`src/rtl/alu_seq_pkg.sv`:
```
// Shared definitions for the ALU/flag sequencer: opcodes, branch conditions,
// FSM state encoding and ALU function select values.
package alu_seq_pkg;

  localparam logic [3:0] OP_ADD = 4'd0;
  localparam logic [3:0] OP_SUB = 4'd1;
  localparam logic [3:0] OP_AND = 4'd2;
  localparam logic [3:0] OP_OR  = 4'd3;
  localparam logic [3:0] OP_CMP = 4'd4;
  localparam logic [3:0] OP_SHL = 4'd5;
  localparam logic [3:0] OP_BR  = 4'd6;
  localparam logic [3:0] OP_NOP = 4'd7;

  localparam logic [2:0] COND_AL = 3'd0;
  localparam logic [2:0] COND_EQ = 3'd1;
  localparam logic [2:0] COND_NE = 3'd2;
  localparam logic [2:0] COND_CS = 3'd3;
  localparam logic [2:0] COND_CC = 3'd4;
  localparam logic [2:0] COND_MI = 3'd5;
  localparam logic [2:0] COND_PL = 3'd6;
  localparam logic [2:0] COND_NV = 3'd7;

  typedef enum logic [2:0] {
    ST_IDLE   = 3'd0,
    ST_EXEC   = 3'd1,
    ST_SHIFT  = 3'd2,
    ST_WB     = 3'd3,
    ST_BRANCH = 3'd4
  } state_e;

  // Zero is reserved so the ALU sees "no function" whenever the sequencer is idle.
  localparam logic [2:0] ALU_NONE = 3'd0;
  localparam logic [2:0] ALU_ADD  = 3'd1;
  localparam logic [2:0] ALU_SUB  = 3'd2;
  localparam logic [2:0] ALU_AND  = 3'd3;
  localparam logic [2:0] ALU_OR   = 3'd4;
  localparam logic [2:0] ALU_SHL  = 3'd5;

  function automatic logic [2:0] alu_sel_of(input logic [3:0] op);
    logic [2:0] sel;
    sel = ALU_NONE;
    case (op)
      OP_ADD:         sel = ALU_ADD;
      OP_SUB, OP_CMP: sel = ALU_SUB;
      OP_AND:         sel = ALU_AND;
      OP_OR:          sel = ALU_OR;
      OP_SHL:         sel = ALU_SHL;
      default:        sel = ALU_NONE;
    endcase
    return sel;
  endfunction

endpackage

```
`src/rtl/branch_cond_eval.sv`:
```
// Combinational branch-condition evaluator: resolves a 3-bit condition code
// against the C/Z/N flags.
module branch_cond_eval
  import alu_seq_pkg::*;
(
  input  logic [2:0] cond,
  input  logic       c,
  input  logic       z,
  input  logic       n,
  output logic       taken
);

  always_comb begin
    taken = 1'b0;
    case (cond)
      COND_AL: taken = 1'b1;
      COND_EQ: taken = z;
      COND_NE: taken = ~z;
      COND_CS: taken = c;
      COND_CC: taken = ~c;
      COND_MI: taken = n;
      COND_PL: taken = ~n;
      COND_NV: taken = 1'b0;
      default: taken = 1'b0;
    endcase
  end

endmodule

```
`src/rtl/alu_flag_sequencer.sv`:
```
// Multicycle sequencer stepping one ALU/compare/shift/branch op through
// EXEC, SHIFT, WB and BRANCH, driving ALU select, shift steps and flag loads.
module alu_flag_sequencer
  import alu_seq_pkg::*;
#(
  parameter int OPW = 4,
  parameter int SHW = 5
) (
  input  logic           clk,
  input  logic           rst,
  input  logic           op_valid,
  output logic           op_ready,
  input  logic [OPW-1:0] op_code,
  input  logic [2:0]     cond,
  input  logic [SHW-1:0] shamt,
  input  logic           c_in,
  input  logic           z_in,
  input  logic           n_in,
  output logic [2:0]     alu_sel,
  output logic           shift_step,
  output logic           ld_c,
  output logic           ld_z,
  output logic           ld_n,
  output logic           reg_write,
  output logic           branch_taken,
  output logic           done,
  output logic           err
);

  state_e         state_q, state_d;
  logic [OPW-1:0] op_q, op_d;
  logic [2:0]     cond_q, cond_d;
  logic [SHW-1:0] count_q, count_d;

  logic [3:0] in_op4, op4;
  logic       in_illegal, op_illegal;
  logic       cond_taken;

  assign in_op4     = 4'(op_code);
  assign op4        = 4'(op_q);
  assign in_illegal = op_code > OPW'(OP_NOP);
  assign op_illegal = op_q > OPW'(OP_NOP);

  branch_cond_eval u_cond (
    .cond  (cond_q),
    .c     (c_in),
    .z     (z_in),
    .n     (n_in),
    .taken (cond_taken)
  );

  always_ff @(posedge clk) begin
    if (!rst) begin
      state_q <= ST_IDLE;
      op_q    <= '0;
      cond_q  <= '0;
      count_q <= '0;
    end else begin
      state_q <= state_d;
      op_q    <= op_d;
      cond_q  <= cond_d;
      count_q <= count_d;
    end
  end

  always_comb begin
    state_d      = state_q;
    op_d         = op_q;
    cond_d       = cond_q;
    count_d      = count_q;
    op_ready     = 1'b0;
    alu_sel      = ALU_NONE;
    shift_step   = 1'b0;
    ld_c         = 1'b0;
    ld_z         = 1'b0;
    ld_n         = 1'b0;
    reg_write    = 1'b0;
    branch_taken = 1'b0;
    done         = 1'b0;
    err          = 1'b0;

    case (state_q)
      ST_IDLE: begin
        op_ready = 1'b1;
        if (op_valid) begin
          op_d    = op_code;
          cond_d  = cond;
          count_d = '0;
          if (in_illegal) begin
            state_d = ST_WB;
          end else begin
            case (in_op4)
              OP_ADD, OP_SUB, OP_AND, OP_OR, OP_CMP: state_d = ST_EXEC;
              OP_SHL: begin
                count_d = shamt;
                state_d = (shamt == '0) ? ST_EXEC : ST_SHIFT;
              end
              OP_BR:   state_d = ST_BRANCH;
              default: state_d = ST_WB;
            endcase
          end
        end
      end

      ST_EXEC: begin
        alu_sel = alu_sel_of(op4);
        case (op4)
          OP_ADD, OP_SUB, OP_CMP: begin
            ld_c = 1'b1;
            ld_z = 1'b1;
            ld_n = 1'b1;
          end
          // A zero-length shift produces no carry-out, so C is preserved.
          OP_AND, OP_OR, OP_SHL: begin
            ld_z = 1'b1;
            ld_n = 1'b1;
          end
          default: ;
        endcase
        state_d = ST_WB;
      end

      ST_SHIFT: begin
        alu_sel    = ALU_SHL;
        shift_step = 1'b1;
        count_d    = count_q - SHW'(1);
        if (count_q <= SHW'(1)) begin
          ld_c    = 1'b1;
          ld_z    = 1'b1;
          ld_n    = 1'b1;
          count_d = '0;
          state_d = ST_WB;
        end
      end

      ST_WB: begin
        done = 1'b1;
        err  = op_illegal;
        if (!op_illegal) begin
          case (op4)
            OP_ADD, OP_SUB, OP_AND, OP_OR, OP_SHL: reg_write = 1'b1;
            default:                               reg_write = 1'b0;
          endcase
        end
        state_d = ST_IDLE;
      end

      ST_BRANCH: begin
        done         = 1'b1;
        branch_taken = cond_taken;
        state_d      = ST_IDLE;
      end

      default: state_d = ST_IDLE;
    endcase
  end

endmodule

```
`config.mk`:
```
export PLATFORM = sky130hd
export DESIGN_NAME = alu_flag_sequencer
export DESIGN_NICKNAME = d
export VERILOG_FILES = /design/src/rtl/alu_seq_pkg.sv /design/src/rtl/branch_cond_eval.sv /design/src/rtl/alu_flag_sequencer.sv
export SDC_FILE = /design/constraint.sdc
export NUM_CORES = 1
export LEC_CHECK = 0
export BUFFER_PORTS_ARGS = -buffer_cell sky130_fd_sc_hd__buf_2
export CAP_MARGIN = 25
export CORE_ASPECT_RATIO = 0.9
export CORE_UTILIZATION = 54
export CTS_CLUSTER_SIZE = 28
export DETAILED_ROUTE_END_ITERATION = 8
export PLACE_DENSITY_LB_ADDON = 0.1
export SETUP_SLACK_MARGIN = 0.02
export SYNTH_ARGS = -nofsm -noshare
export SYNTH_HDL_FRONTEND = slang
export SYNTH_HIERARCHICAL = 1
export SYNTH_SLANG_ARGS = --single-unit
```
`constraint.sdc`:
```
create_clock -name clk -period 2.5 [get_ports clk]
set_input_delay 0.25 -clock clk [delete_from_list [all_inputs] [get_ports clk]]
set_output_delay 0.25 -clock clk [all_outputs]
set_load 0.01 [all_outputs]
```
==> results of run 1 <==
-- worst min-delay path by stage --
| stage | slack (ps) | start | cells past startpoint | to |
|---|---|---|---|---|
| after floorplan | 390 | cond[2] | 2 | cond_q[2] |
| after global placement | 480 | cond_q[2] | 2 | cond_q[2] |
| after detailed placement | 490 | cond_q[2] | 2 | cond_q[2] |
| after CTS | 190 | cond[2] | 3 | cond_q[2] |
| after global routing | 220 | cond[2] | 3 | cond_q[2] |
| final | 200 | cond[0] | 3 | cond_q[0] |
-- power breakdown --
group / switching, µW / internal [µW] / leakage, µW
logic: 149 / 114 / 0.000366
clock network: 81.6 / 61.9 / 0.0000150
registers: 37.9 / 263 / 0.000123
total: 269 / 438 / 0.000504
-- layout by cell type (no fill, tap or decap), types with 2 or more instances in the layout --
cell / instances
buf_2: 29
nand2_1: 19
dfxtp_1: 15
a21oi_1: 13
o21ai_0: 9
nor2_1: 8
inv_1: 7
nand2b_1: 6
nor3_1: 4
o21ai_1: 4
nor2b_1: 4
a211oi_1: 4
nor3b_1: 4
clkbuf_4: 3
xor2_1: 2
and2_1: 2
a221oi_1: 2
o22ai_1: 2
a32oi_1: 2
ha_1: 2
-- worst max-delay path: stages, from the launching register on --
cell and delay, ps:
dfxtp_1 550, or4b_4 530, a211o_1 280, o21ai_1 60, buf_2 140
-- final cells by class --
class | count | area, µm²
clock buffers | 4 | 26.3
fillers | 174 | 548
inverters | 8 | 30.0
multi-input cells | 109 | 672
flip-flops and latches | 15 | 300
well taps | 24 | 30.0
repair buffers | 29 | 145
-- logic make-up after synthesis --
logic type	after synthesis	share of synthesized area (%)
simple gates	59	31.7
compound gates	46	28.5
buf+inv	15	7.06
flops	15	28.7
xor+xnor	2	1.67
fa+ha+maj	2	2.39
-- flip-flops by register name (all words and copies together) (netlist names) --
signal / cells
state_q: 3
cond_q: 3
op4: 4
count_q: 5
-- through the flow --
step | utilization (%) | instances | total power [µW] | cell area, µm²
2_1_floorplan | - | 139 | 497 | 1050
3_3_place_gp | 67.2 | 185 | 556 | 1180
3_5_place_dp | 67.2 | 185 | 566 | 1180
4_1_cts | 68.7 | 189 | 707 | 1200
5_1_grt | 68.7 | 189 | 754 | 1200
6_report | 68.7 | 189 | 707 | 1200
-- routing by layer --
| metal | track usage [%] | vias up | part of all wire [%] |
|---|---|---|---|
| met1 | 31.8 | 503 | 45 |
| met3 | 2.46 | 2 | 4.5 |
| met2 | 49.0 | 31 | 50 |
| met5 | 0 | - | 0 |
| met4 | 7.65 | 0 | 0.40 |
| li1 | - | 559 | - |
==> results.json, run 1 <==
{
  "dp_hpwl_um": 1890,
  "area_growth_pct": 15.1,
  "crit_start": "state_q[0]",
  "numCtsBuffers": 3,
  "dieHeight_um": 43.8,
  "rows": 14,
  "rr_worst_depth": 5,
  "synthesis.nets": 159,
  "r2r_end": "count_q[1]",
  "crit_type": "reg2out",
  "post_cts.repair.setup_buffers": 0,
  "finalSetupViolations": 0,
  "yosysTopAreaCell": "dfxtp_1",
  "cts_buffer_depth": 2,
  "yosys_warnings": 6,
  "insertion_delay_ps": 280,
  "leakage_uw": 0.000504,
  "track_usage_pct": 26.0,
  "drt-total-wl_um": 2510,
  "hold_viol_final": 0,
  "worst_pin_slew_ps": 464,
  "io_buffers": 29,
  "vias": 1095,
  "rsz0062_at_grt": "no",
  "tns_ps": 0,
  "cts-root-buf": "clkbuf_4",
  "grt.overflow.total": 0,
  "avgSynthCellArea_um2": 7.53,
  "grt_max_degree": 15,
  "fin_skew_ps": 0.755,
  "place_congestion": 0.920,
  "antenna-diode-count": 0,
  "die_area_mm2": 0.00212,
  "drc": 0,
  "drt_iter0_markers": 21,
  "critPathLaunchType": "flop",
  "status": "complete, no violations",
  "crit_end": "ld_c",
  "vdd_drop_max_mv": 0.349,
  "synth_enable_flop_cells": 0,
  "drive_above_1_share_pct": 21.8,
  "ys_seq_elements": 15,
  "synth.cell_area_mm2": 0.00105,
  "cts_tree": "yes",
  "final.period_utilization_pct": 83.5,
  "hold_ws_ps": 196,
  "synth_cells": 139,
  "dp_slack_ps": 729,
  "postCtsHoldBufs": 0,
  "postRouteAntennaNets": 0,
  "slew_headroom_pct": 68.9,
  "maxCapViolations": 0,
  "r2r_slack_ps": 730,
  "post_drt_wl_per_cell_um": 13.3,
  "worst_ep_arrival_time_ps": 1840,
  "drt_pass1_iterations": 4,
  "cts_resized": 0,
  "core_mm2": 0.00175,
  "synth_cell_type_count": 45,
  "synthTopCellsByArea": "dfxtp_1 (29%), nand2_1 (6.8%), a21oi_1 (6.2%), o21ai_0 (4.3%), nand2b_1 (3.6%)",
  "htree_levels": 1,
  "grt_pass1_vias": 962,
  "powerDensity_mw_per_mm2": 588,
  "antenna_found_initial": 0,
  "timing.final.max_slew_violations": 0,
  "die_width_um": 48.4,
  "path_clk_slew_ps": 90,
  "critical_path.max_fanout": 14,
  "required_ps": 2250,
  "yosys-top-cells-count": "nand2_1 (19), dfxtp_1 (15), a21oi_1 (13)",
  "grt_pass1_wl_um": 4270,
  "pin_count": 30,
  "hold_path.class": "in2reg",
  "setup_slack_ps": 413,
  "async_flop_share_pct": 0,
  "vias_per_cell": 5.79,
  "yosysMostFrequentCell": "nand2_1",
  "post-route-min-period_ps": 2090,
  "synth-seq-area-share_pct": 28.7,
  "fin_nets": 186,
  "rr_startpoint": "state_q[1]",
  "ys.flop_type": "dfxtp_1",
  "initial_utilization_pct": 59.7,
  "end_kind": "output pin",
  "clock-sinks": 15,
  "synth_top_area_share_pct": 28.7,
  "fmaxAchievable_ghz": 0.479
}
Power figures use the tool's default switching activity.
==> inputs of run 2 (changes only) <==
--- a/config.mk
+++ b/config.mk
@@ -5,10 +5,11 @@
 export SDC_FILE = /design/constraint.sdc
 export NUM_CORES = 1
 export LEC_CHECK = 0
+export ABC_AREA = 1
 export BUFFER_PORTS_ARGS = -buffer_cell sky130_fd_sc_hd__buf_2
 export CAP_MARGIN = 25
 export CORE_ASPECT_RATIO = 0.9
-export CORE_UTILIZATION = 54
+export CORE_UTILIZATION = 45
 export CTS_CLUSTER_SIZE = 28
 export DETAILED_ROUTE_END_ITERATION = 8
 export PLACE_DENSITY_LB_ADDON = 0.1
==> constraint.sdc (replaced) <==
create_clock -name clk -period 1.9 [get_ports clk]
set_input_delay 0.19 -clock clk [delete_from_list [all_inputs] [get_ports clk]]
set_output_delay 0.19 -clock clk [all_outputs]
set_load 0.01 [all_outputs]
==> results.json, run 2 <==
{
  "htree_levels": 1,
  "numCtsBuffers": 3,
  "insertion_delay_ps": 280,
  "worst_ep_arrival_time_ps": 1480,
  "synth_top_area_share_pct": 29.4,
  "grt.overflow.total": 0,
  "seq_area_um2": 300,
  "clock-sinks": 15,
  "antenna-diode-count": 0,
  "drt_pass1_iterations": 4,
  "cts-root-buf": "clkbuf_4",
  "slowest_stage": "dfxtp_1",
  "yosys-top-cells-count": "nand2_1 (28), inv_1 (23), nor2_1 (20)",
  "ys.flop_type": "dfxtp_1",
  "synth.cell_area_mm2": 0.00102,
  "rows": 15,
  "io_buffers": 29,
  "setup_slack_ps": 234,
  "initial_utilization_pct": 50.3,
  "slew_headroom_pct": 79.6,
  "die_area_mm2": 0.00246,
  "synth_cell_type_count": 28,
  "die_width_um": 52.2,
  "fin_nets": 214,
  "yosysMostFrequentCell": "nand2_1",
  "leakage_uw": 0.000598,
  "largest_register_ffs": 5,
  "hold_path.class": "in2reg",
  "drc": 0,
  "post_drt_wl_per_cell_um": 10.7,
  "fmaxAchievable_ghz": 0.600,
  "required_ps": 1710,
  "slowest_delay_ps": 360,
  "hold_viol_final": 0,
  "grt_pass1_vias": 945,
  "critPathLaunchType": "flop",
  "yosys_warnings": 6,
  "cts_tree": "yes",
  "dp_slack_ps": 408,
  "yosysTopAreaCell": "dfxtp_1",
  "final.period_utilization_pct": 87.7,
  "dp_hpwl_um": 1890,
  "worst_pin_slew_ps": 304,
  "end_kind": "output pin",
  "synthesis.nets": 182,
  "avgSynthCellArea_um2": 6.29,
  "wl_met1_um": 1130,
  "status": "complete, no violations",
  "async_flop_share_pct": 0,
  "powerDensity_mw_per_mm2": 1370,
  "track_usage_pct": 21.7,
  "postCtsHoldBufs": 0,
  "postRouteAntennaNets": 0,
  "vias_per_cell": 5.00,
  "drt_iter0_markers": 32,
  "drive_above_1_share_pct": 21.8,
  "cts_resized": 0,
  "pin_count": 30,
  "multiInputGateArea_um2": 601,
  "power_uw": 1660,
  "ys_seq_elements": 15,
  "vias": 1091,
  "area_growth_pct": 18.7,
  "synth_cells": 162,
  "vdd_drop_max_mv": 0.751,
  "maxCapViolations": 0,
  "met2_wirelength_um": 1040,
  "crit_type": "reg2out",
  "timing.final.max_slew_violations": 0,
  "grt_max_degree": 15,
  "post-route-min-period_ps": 1670,
  "synth-seq-area-share_pct": 29.4,
  "cpMostUsedCell": "inv_1",
  "fill_cells": 203,
  "regMostFlops": "count_q",
  "dieHeight_um": 47.2,
  "place_congestion": 0.891,
  "tns_ps": 0,
  "hold_ws_ps": 169,
  "synthTopCellsByArea": "dfxtp_1 (29%), nand2_1 (10%), nand3_1 (9.3%), inv_1 (8.5%), nor2_1 (7.4%)",
  "core_mm2": 0.00203,
  "drt-total-wl_um": 2320,
  "fin_skew_ps": 9.40,
  "critical_path.max_fanout": 5,
  "layout_common_cells": "buf_2 (29), nand2_1 (28), inv_1 (23), nor2_1 (20), nand3_1 (19)",
  "post_cts.repair.setup_buffers": 0,
  "grt_pass1_wl_um": 3940,
  "top_layer": "met3",
  "synth_enable_flop_cells": 0,
  "layout_commonest_cell": "buf_2",
  "cts_buffer_depth": 2,
  "rsz0062_at_grt": "no",
  "finalSetupViolations": 0,
  "antenna_found_initial": 0,
  "path_clk_slew_ps": 90,
  "worstPathCellList": "inv_1, nand3_1, nand2_1, inv_1, a31oi_1, buf_2",
  "met3_wirelength_um": 154
}
## run 2: through the flow
step	cells	area (µm²)	utilization, %
after floorplan	162	1020	-
after global placement	214	1180	58.4
after detailed placement	214	1180	58.4
after CTS	218	1210	59.7
after global routing	218	1210	59.7
final	218	1210	59.7
## run 2: area by class of cell
cell class                 count  share of cell area [%]
tap                           25                    2.59
timing repair buffer          29                    12.0
clock buffer                   4                    2.17
multi-input combinational    118                    49.6
sequential                    15                    24.8
inverter                      27                    8.79
## run 2: path summary, 6_finish.rpt
path                            cells after the start          to  slack [ps]        from
worst max-delay path                                6  alu_sel[0]         230  state_q[2]
worst min-delay path                                3  count_q[1]         170    shamt[1]
worst max register to register                      6  count_q[4]         380  state_q[0]
worst min register to register                      2   cond_q[1]         490   cond_q[1]
## run 2: logic make-up (layout without fill, tap and decap cells)
logic type	Yosys count	count (layout)	synth area share, %
xor+xnor	3	3	2.58
compound gates	36	36	19.3
simple gates	77	77	34.6
fa+ha+maj	2	2	2.45
buf+inv	29	60	11.7
flops	15	15	29.4
## run 2: per-layer routing
| metal | up-vias | global-route usage, % |
|---|---|---|
| li1 | 592 | - |
| met1 | 467 | 28.7 |
| met2 | 32 | 36.2 |
| met3 | 0 | 7.12 |
| met4 | 0 | 2.11 |
| met5 | - | 0 |
## run 2: power by group
group / switching [µW] / internal, µW / total, µW / leakage, µW
registers: 91.0 / 413 / 504 / 0.000124
logic: 600 / 374 / 974 / 0.000460
clock network: 101 / 81.5 / 183 / 0.0000150
total: 793 / 869 / 1660 / 0.000598
## run 2: worst max-delay path, delay by kind of cell, from the launching register on
kind | cells | cell delay (ps)
AND/OR/NAND/NOR | 2 | 360
AO/OA/AOI/OAI | 1 | 130
buffers and inverters | 3 | 340
flip-flops | 1 | 360
==> inputs of run 3 (changes only) <==
--- a/config.mk
+++ b/config.mk
@@ -8,7 +8,6 @@
 export ABC_AREA = 1
 export BUFFER_PORTS_ARGS = -buffer_cell sky130_fd_sc_hd__buf_2
 export CAP_MARGIN = 25
-export CORE_ASPECT_RATIO = 0.9
 export CORE_UTILIZATION = 45
 export CTS_CLUSTER_SIZE = 28
 export DETAILED_ROUTE_END_ITERATION = 8
==> results.json, run 3 (synthesis results as in run 2) <==
{
  "die_area_mm2": 0.00246,
  "hold_viol_final": 0,
  "layout_common_cells": "buf_2 (29), nand2_1 (28), inv_1 (23), nor2_1 (20), nand3_1 (19)",
  "postCtsHoldBufs": 0,
  "drive_above_1_share_pct": 21.8,
  "critical_path.max_fanout": 6,
  "dieHeight_um": 49.6,
  "worstPathCellList": "inv_2, nor2_2, nand2_4, nand2_1, inv_1, a31oi_1, buf_2",
  "hold_path.class": "in2reg",
  "leakage_uw": 0.000598,
  "place_congestion": 0.860,
  "worst_ep_arrival_time_ps": 1450,
  "maxCapViolations": 0,
  "grt_pass1_vias": 1004,
  "drt-total-wl_um": 2380,
  "io_buffers": 29,
  "fin_nets": 214,
  "place_inst": 216,
  "htree_levels": 1,
  "status": "complete, no violations",
  "end_kind": "output pin",
  "r2r_slack_ps": 420,
  "pin_count": 30,
  "drc": 0,
  "post-route-min-period_ps": 1640,
  "final.period_utilization_pct": 86.3,
  "rsz0062_at_grt": "no",
  "finalSetupViolations": 0,
  "post_cts.repair.setup_buffers": 0,
  "powerDensity_mw_per_mm2": 1380,
  "grt_max_degree": 15,
  "vias_per_cell": 5.03,
  "setup_slack_ps": 259,
  "fmaxAchievable_ghz": 0.610,
  "dp_hpwl_um": 1910,
  "dp_slack_ps": 440,
  "postRouteAntennaNets": 0,
  "slew_headroom_pct": 80.2,
  "largest_register_ffs": 5,
  "slowest_delay_ps": 440,
  "final_core_util_pct": 59.4,
  "cts_buffer_depth": 2,
  "track_usage_pct": 21.8,
  "fin_skew_ps": 4.22,
  "area_growth_pct": 18.9,
  "antenna-diode-count": 0,
  "drt_iter0_markers": 32,
  "insertion_delay_ps": 280,
  "crit_type": "reg2out",
  "initial_utilization_pct": 49.9,
  "antenna_found_initial": 0,
  "path_clk_slew_ps": 90,
  "cts_resized": 0,
  "cts_tree": "yes",
  "grt_pass1_wl_um": 4240,
  "vias": 1106,
  "critPathLaunchType": "flop",
  "die_width_um": 49.6,
  "slowest_stage": "dfxtp_1",
  "cts-root-buf": "clkbuf_4",
  "tns_ps": 0,
  "vdd_drop_max_mv": 0.744,
  "core_mm2": 0.00204,
  "post_drt_wl_per_cell_um": 10.8,
  "worst_pin_slew_ps": 296,
  "required_ps": 1710,
  "timing.final.max_slew_violations": 0,
  "grt.overflow.total": 0,
  "layout_commonest_cell": "buf_2",
  "numCtsBuffers": 3,
  "clock-sinks": 15,
  "layout.cells.non_filler": 220,
  "regMostFlops": "count_q",
  "drt_pass1_iterations": 4,
  "rows": 16
}
run 3: cell counts in the layout (fill, tap and decap cells not counted):
No cell type changed its count.
run 3: per-layer routing:
layer	global-route usage, %	vias to the layer above	share of wire (%)
met2	37.8	34	48
met1	27.5	472	47
met5	0	-	0
met4	5.71	0	0
li1	-	600	-
met3	3.40	0	5.4
run 3: area by class of cell:
type                            count  area (µm²)
Multi-Input combinational cell    118         601
Sequential cell                    15         300
Tap cell                           27        33.8
Timing Repair Buffer               29         145
Fill cell                         207         830
Clock buffer                        4        26.3
Inverter                           27         106
run 3: critical path, delay by kind of cell, from the launching register on:
| kind | cells | cell delay [ps] |
|---|---|---|
| simple gates | 3 | 350 |
| compound gates | 1 | 120 |
| buf+inv | 3 | 280 |
| flops | 1 | 440 |
run 3: stage by stage:
stage	hold WS (ps)	total power, µW	instance area, µm²
global route	155	1860	1210
global placement	476	1460	1190
CTS	171	1680	1210
detailed placement	479	1490	1190
finish	181	1670	1210
floorplan	328	1240	1020
run 3: power by group:
part	internal, µW	switching, µW	total [µW]
clock	81.3	101	183
sequential	413	95.0	508
combinational	376	605	981
run 3: worst paths after layout:
check                           depth (start not counted)         end  startpoint
worst max register to register                          6  count_q[4]  state_q[0]
worst min register to register                          2   cond_q[0]   cond_q[0]
worst min-delay path                                    3  count_q[1]    shamt[1]
worst max-delay path                                    7  alu_sel[0]  state_q[1]
